[config.mk]
export PLATFORM = sky130hd
export DESIGN_NAME = sprite_frame_sel
export DESIGN_NICKNAME = d
export VERILOG_FILES = /design/src/rtl/sprite_frame_sel.sv
export SDC_FILE = /design/constraint.sdc
export NUM_CORES = 1
export LEC_CHECK = 0
export ABC_AREA = 1
export ABC_CLOCK_PERIOD_IN_PS = 3100
export CAP_MARGIN = 20
export CORE_UTILIZATION = 38
export DETAILED_ROUTE_END_ITERATION = 10
export GPL_TIMING_DRIVEN = 0
export HOLD_SLACK_MARGIN = 0.15
export PLACE_DENSITY = 0.95
export SYNTH_ARGS = -nofsm -noshare
export SYNTH_HDL_FRONTEND = slang
export SYNTH_SLANG_ARGS = --single-unit
[constraint.sdc]
create_clock -name clk25 -period 3.1 [get_ports clk25]
set_clock_uncertainty 0.2 [all_clocks]
set_input_delay 0.775 -clock clk25 [delete_from_list [all_inputs] [get_ports clk25]]
set_output_delay 0.775 -clock clk25 [all_outputs]
set_load 0.1 [all_outputs]
[src/rtl/sprite_frame_sel.sv]
// -----------------------------------------------------------------------------
// sprite_frame_sel
//
// Purpose
//   Picks the sprite animation frame for a single character and outputs one
//   pixel from that frame. Each facing (front or back) has F = 2 + WALK_N
//   frames, numbered:
//     0        stand
//     1        jump
//     2..F-1   walk0 .. walk(WALK_N-1)
//   The back-facing frames sit above the front-facing ones, so
//   frame_sel = facing * F + local index.
//   The animation state changes only on "update edges". An update edge is a
//   clk25 edge where frame_tick = 1 and pause = 0. The sprite therefore never
//   switches frames partway through a video frame.
//
// Ports
//   clk25       in   pixel clock (single clock domain)
//   rst         in   asynchronous active-high reset
//   frame_tick  in   one-cycle pulse, once per video frame
//   pause       in   freezes the animation state while high
//   moving      in   walking request
//   jump_act    in   airborne request (takes priority over moving)
//   facing      in   0 = front, 1 = back
//   pix_in      in   NF*PIX_W; frame k pixel is at [k*PIX_W +: PIX_W]
//   pix_out     out  selected pixel, registered, one cycle behind pix_in
//   pix_opaque  out  registered, 1 when pix_out != TRANSP
//   frame_sel   out  current frame index, registered
//   anim_state  out  FSM state: 0 STAND, 1 WALK, 2 JUMP (debug view of the FSM)
//
// Signal qualification
//   There is no valid/ready handshake. frame_tick is the only qualifier.
//   moving, jump_act and facing are sampled only on update edges. Between
//   update edges these inputs have no effect.
// -----------------------------------------------------------------------------
module sprite_frame_sel #(
    parameter int              PIX_W    = 8,
    parameter int              WALK_N   = 2,
    parameter int              ANIM_DIV = 6,
    parameter logic [PIX_W-1:0] TRANSP  = '0,
    localparam int             F        = 2 + WALK_N,
    localparam int             NF       = 2 * F,
    localparam int             FS_W     = $clog2(NF)
) (
    input  logic                clk25,
    input  logic                rst,
    input  logic                frame_tick,
    input  logic                pause,
    input  logic                moving,
    input  logic                jump_act,
    input  logic                facing,
    input  logic [NF*PIX_W-1:0] pix_in,
    output logic [PIX_W-1:0]    pix_out,
    output logic                pix_opaque,
    output logic [FS_W-1:0]     frame_sel,
    output logic [1:0]          anim_state
);

    // Counter widths never drop below 1 bit. With ANIM_DIV = 1 or
    // WALK_N = 1 the counter compares against 0 and therefore behaves
    // correctly.
    localparam int TICK_W = (ANIM_DIV > 1) ? $clog2(ANIM_DIV) : 1;
    localparam int WIDX_W = (WALK_N > 1) ? $clog2(WALK_N) : 1;

    localparam logic [TICK_W-1:0] TICK_LAST = TICK_W'(ANIM_DIV - 1);
    localparam logic [WIDX_W-1:0] WIDX_LAST = WIDX_W'(WALK_N - 1);
    localparam logic [FS_W-1:0]   BACK_OFS  = FS_W'(F);
    localparam logic [FS_W-1:0]   LOC_JUMP  = FS_W'(1);
    localparam logic [FS_W-1:0]   LOC_WALK0 = FS_W'(2);

    typedef enum logic [1:0] {
        ST_STAND = 2'd0,
        ST_WALK  = 2'd1,
        ST_JUMP  = 2'd2
    } state_t;

    state_t              state;
    state_t              state_nxt;
    logic [TICK_W-1:0]   tick_cnt;
    logic [TICK_W-1:0]   tick_nxt;
    logic [WIDX_W-1:0]   walk_idx;
    logic [WIDX_W-1:0]   widx_nxt;
    logic [FS_W-1:0]     local_nxt;
    logic [FS_W-1:0]     frame_nxt;
    logic [PIX_W-1:0]    sel_pix;
    logic                upd;

    // A tick that arrives during pause is dropped. It is not saved for later.
    assign upd = frame_tick & ~pause;

    // ------------------------------------------------------------------
    // Next-state decision. The same rule applies from every state:
    // jump_act wins over moving.
    // ------------------------------------------------------------------
    always_comb begin
        state_nxt = ST_STAND;
        if (jump_act) begin
            state_nxt = ST_JUMP;
        end else if (moving) begin
            state_nxt = ST_WALK;
        end
    end

    // ------------------------------------------------------------------
    // Walk counters. They advance only while the FSM stays in WALK.
    // Entering WALK from another state starts at walk0 with tick_cnt = 0.
    // In STAND and JUMP both counters are forced to zero.
    // ------------------------------------------------------------------
    always_comb begin
        tick_nxt = '0;
        widx_nxt = '0;
        if ((state_nxt == ST_WALK) && (state == ST_WALK)) begin
            if (tick_cnt == TICK_LAST) begin
                tick_nxt = '0;
                if (walk_idx == WIDX_LAST) begin
                    widx_nxt = '0;
                end else begin
                    widx_nxt = walk_idx + WIDX_W'(1);
                end
            end else begin
                tick_nxt = tick_cnt + TICK_W'(1);
                widx_nxt = walk_idx;
            end
        end
    end

    // ------------------------------------------------------------------
    // Frame index for the next update. The latched facing is not stored
    // in a separate register. frame_sel already records it: frames at or
    // above F are back-facing.
    // ------------------------------------------------------------------
    always_comb begin
        case (state_nxt)
            ST_JUMP: local_nxt = LOC_JUMP;
            ST_WALK: local_nxt = LOC_WALK0 + FS_W'(widx_nxt);
            default: local_nxt = '0;
        endcase
        frame_nxt = facing ? (BACK_OFS + local_nxt) : local_nxt;
    end

    // ------------------------------------------------------------------
    // Animation registers. All of them move together on an update edge.
    // ------------------------------------------------------------------
    always_ff @(posedge clk25 or posedge rst) begin
        if (rst) begin
            state     <= ST_STAND;
            tick_cnt  <= '0;
            walk_idx  <= '0;
            frame_sel <= '0;
        end else if (upd) begin
            state     <= state_nxt;
            tick_cnt  <= tick_nxt;
            walk_idx  <= widx_nxt;
            frame_sel <= frame_nxt;
        end
    end

    assign anim_state = state;

    // ------------------------------------------------------------------
    // Pixel path. Each frame slice is compared against the registered
    // frame_sel, which keeps the mux free of any out-of-range index.
    // pix_out updates on every edge, including while paused.
    // ------------------------------------------------------------------
    always_comb begin
        sel_pix = '0;
        for (int k = 0; k < NF; k++) begin
            if (frame_sel == FS_W'(k)) begin
                sel_pix = pix_in[k*PIX_W +: PIX_W];
            end
        end
    end

    always_ff @(posedge clk25 or posedge rst) begin
        if (rst) begin
            pix_out    <= '0;
            pix_opaque <= 1'b0;
        end else begin
            pix_out    <= sel_pix;
            pix_opaque <= (sel_pix != TRANSP);
        end
    end

endmodule

==> results of run 1 <==
==> cell usage in the layout (no fill, tap or decap), drive strengths merged <==
cell type / instances
nor3: 3
nor2: 38
o21a: 1
o211ai: 1
a21oi: 2
nand2: 39
clkdlybuf4s50: 83
clkbuf: 3
dlymetal6s2s: 1
clkinv: 1
buf: 5
nand3: 19
nand4: 24
o21ai: 7
a21o: 1
dfrtp: 17
inv: 35
==> worst max path at each step <==
stage / endpoint / slack, ns
3_5_place_dp: frame_sel[1] / 0.36
3_3_place_gp: frame_sel[1] / 0.39
6_report: anim_state[0] / 0.12
2_1_floorplan: frame_sel[1] / 0.68
5_1_grt: anim_state[0] / 0.08
4_1_cts: frame_sel[1] / 0.03
==> power breakdown <==
part	switching [W]	total, W	internal, W	leakage [nW]
clock network	0.0000730	0.000121	0.0000479	0.0177
registers	0.0000179	0.000275	0.000257	0.212
logic	0.000434	0.000629	0.000196	0.779
total	0.000524	0.00102	0.000500	1.01
==> stage by stage <==
stage	total power (W)	setup WS [ns]	util	hold WS, ns	std cells
after floorplan	0.0006979	0.6810	-	0.2661	192
after global placement	0.0008978	0.3923	0.6939	0.2842	320
after detailed placement	0.0009066	0.3625	0.6939	0.2945	320
after CTS	0.001024	0.02869	0.7029	0.3352	324
after global routing	0.001073	0.08343	0.7037	0.3586	324
final	0.001025	0.1166	0.7037	0.3371	324
==> Yosys cell counts <==
cell / number / area, um2
buf_2: 3 / 15.01
buf_6: 1 / 11.26
a21o_1: 1 / 7.510
nand4_1: 24 / 150.1
o21ai_0: 7 / 35.03
inv_1: 32 / 120.1
nor3_1: 1 / 5.000
inv_2: 3 / 11.26
buf_4: 1 / 7.510
nand2_1: 39 / 146.4
a21oi_1: 2 / 10.01
nand3_1: 19 / 95.09
o21a_1: 1 / 7.510
nor3_2: 2 / 20.02
o211ai_1: 1 / 7.510
nor2_2: 2 / 12.51
dfrtp_1: 17 / 425.4
nor2_1: 36 / 135.1
==> registers in the layout, indices dropped and copies added, names as in the netlist <==
register,flops
pix_out,8
frame_sel,3
anim_state,1
walk_idx,1
tick_cnt,3
pix_opaque,1
==> final cells by class <==
type	instances	area [um2]	area share
Buffer	5	33.78	0.01573
Clock buffer	3	22.52	0.01048
Clock inverter	1	5.005	0.002330
Inverter	35	131.4	0.06115
Multi-Input combinational cell	135	631.9	0.2941
Sequential cell	17	425.4	0.1980
Tap cell	44	55.05	0.02563
Timing Repair Buffer	84	843.3	0.3925
==> what timing repair did <==
item / in CTS / in global routing
resized for setup: 0 / 1
endpoints found under the setup margin: 0 / 1
hold endpoints to repair: 0 / 0
==> kinds of logic after synthesis <==
logic type,synth area share
AO/OA/AOI/OAI,0.05528
buffers and inverters,0.1351
flip-flops,0.3480
AND/OR/NAND/NOR,0.4616
==> worst min-delay path, stage by stage, from the launching register on <==
cell,delay (ns)
dfrtp_1,0.38
nand2_1,0.07
nand2_1,0.06
==> layer usage <==
| layer | vias to the layer above | track usage |
|---|---|---|
| met5 | - | 0 |
| met4 | 0 | 0.06122 |
| met3 | 2 | 0.02198 |
| met2 | 85 | 0.4253 |
| met1 | 696 | 0.2843 |
| li1 | 798 | - |
==> results.yml, run 1 <==
outcome:
  status: "finished, final reports clean"
synth:
  yosys_warnings: 0
  yosysUniqueCellTypes: 18
  synthCells: 192
  synth_area_mm2: 0.001222
  ys_seq_elements: 17
  syn_area_per_cell_um2: 6.367
  ys_seq_area_frac: 0.3480
  synth_nets: 263
global_routing:
  grt_usage: 0.2299
  grt_max_degree: 18
  grt_pass1_vias: 1355
  grt-ovfl-total: 0
  grt_pass1_wl_mm: 5.920
  antenna_found_initial: 0
critical_path:
  slowest_delay_ns: 1.19
  reg2regPathDepth: 9
  critPathCaptureType: "output port"
  critPathLaunchType: "flop"
  crit_fanout: 7
  crit_chain: "clkdlybuf4s50_1"
  crit_type: "flop to output port"
  reg2reg_from: "frame_sel[0]$_DFFE_PP0P_"
  crit_start: "frame_sel[1]$_DFFE_PP0P_"
  path_depth: 1
  crit_arrival_ns: 2.01
  reg2reg_to: "pix_opaque$_DFF_PP0_"
  required_ns: 2.12
  critPathBufInv: 1
  regToRegSetupSlack_ns: 1.17
  slowest_stage: "clkdlybuf4s50_1"
  cpLargestDelayFamily: "buffers and inverters"
timing:
  setup_viol: 0
  maxSlewHeadroom: 0.3408
  rsz0062_at_grt: "no"
  setup_tns_ns: 0
  period_share: 0.9624
  min_period_ns: 2.983
  hold_viol: 0
  clock.fmax_mhz: 335.2
  worst_pin_slew_ns: 0.9857
  slew_violations: 0
place:
  port_buffers: 84
  placed_area_mm2: 0.002118
  post-dp-hpwl_mm: 3.130
  gp_congestion: 0.8339
route:
  vias: 1581
  ant_nets: 0
  drt-initial-drc-count: 76
  routed_wl_mm: 3.904
  post-route-drc-count: 0
  avgRoutedWirePerCell_um: 12.05
  viasPerCell: 4.880
  first_pass_iters: 5
  dr_wl_met3_um: 301
  m1WireLength_mm: 1.566
  top_layer_used: "met4"
  wl_met2_mm: 2.015
cts:
  cts_buffers: 3
  htree_levels: 1
  root_buffer: "clkbuf_4"
  worstSkewPairLatency_ns: 0.29
  cts_sinks: 17
  ctsHoldBuffers: 0
  post_cts_buffers: 0
  cts_tree: "yes"
  clockBufferDepth: 2
  clk_pin_slew_ns: 0.11
floorplanning:
  io_pins: 85
  die_area_mm2: 0.003447
  start_util: 0.4004
  dieWidth_um: 58.72
  die_h_um: 58.72
  rows: 20
  core-area_mm2: 0.003053
cells_and_area:
  drive_above_1_share: 0.05714
  num_antenna_cells: 0
  area_delta_synth_final_pct: 75.74
  fillerInstances: 275
  fin_area_mm2: 0.002148
  nets: 352
power:
  power_density_mw_per_mm2: 477.0
  max-vdd-ir-drop_mv: 0.1948
  leakage_nw: 1.009
run:
  drv_cap: 0
min_path:
  hold_start: "walk_idx$_DFFE_PP0P_"
  hold_depth: 2
  hold_end: "walk_idx$_DFFE_PP0P_"
  worstHoldPathType: "flop to flop"
Power figures use the tool's default switching activity.
==> run 2, diff against run 1 <==
Settings changed: CAP_MARGIN 20 to 0, SKIP_LAST_GASP set to 1.
==> results of run 2 <==
Same layout as run 1: the final DEF is identical, and so are final timing and power.
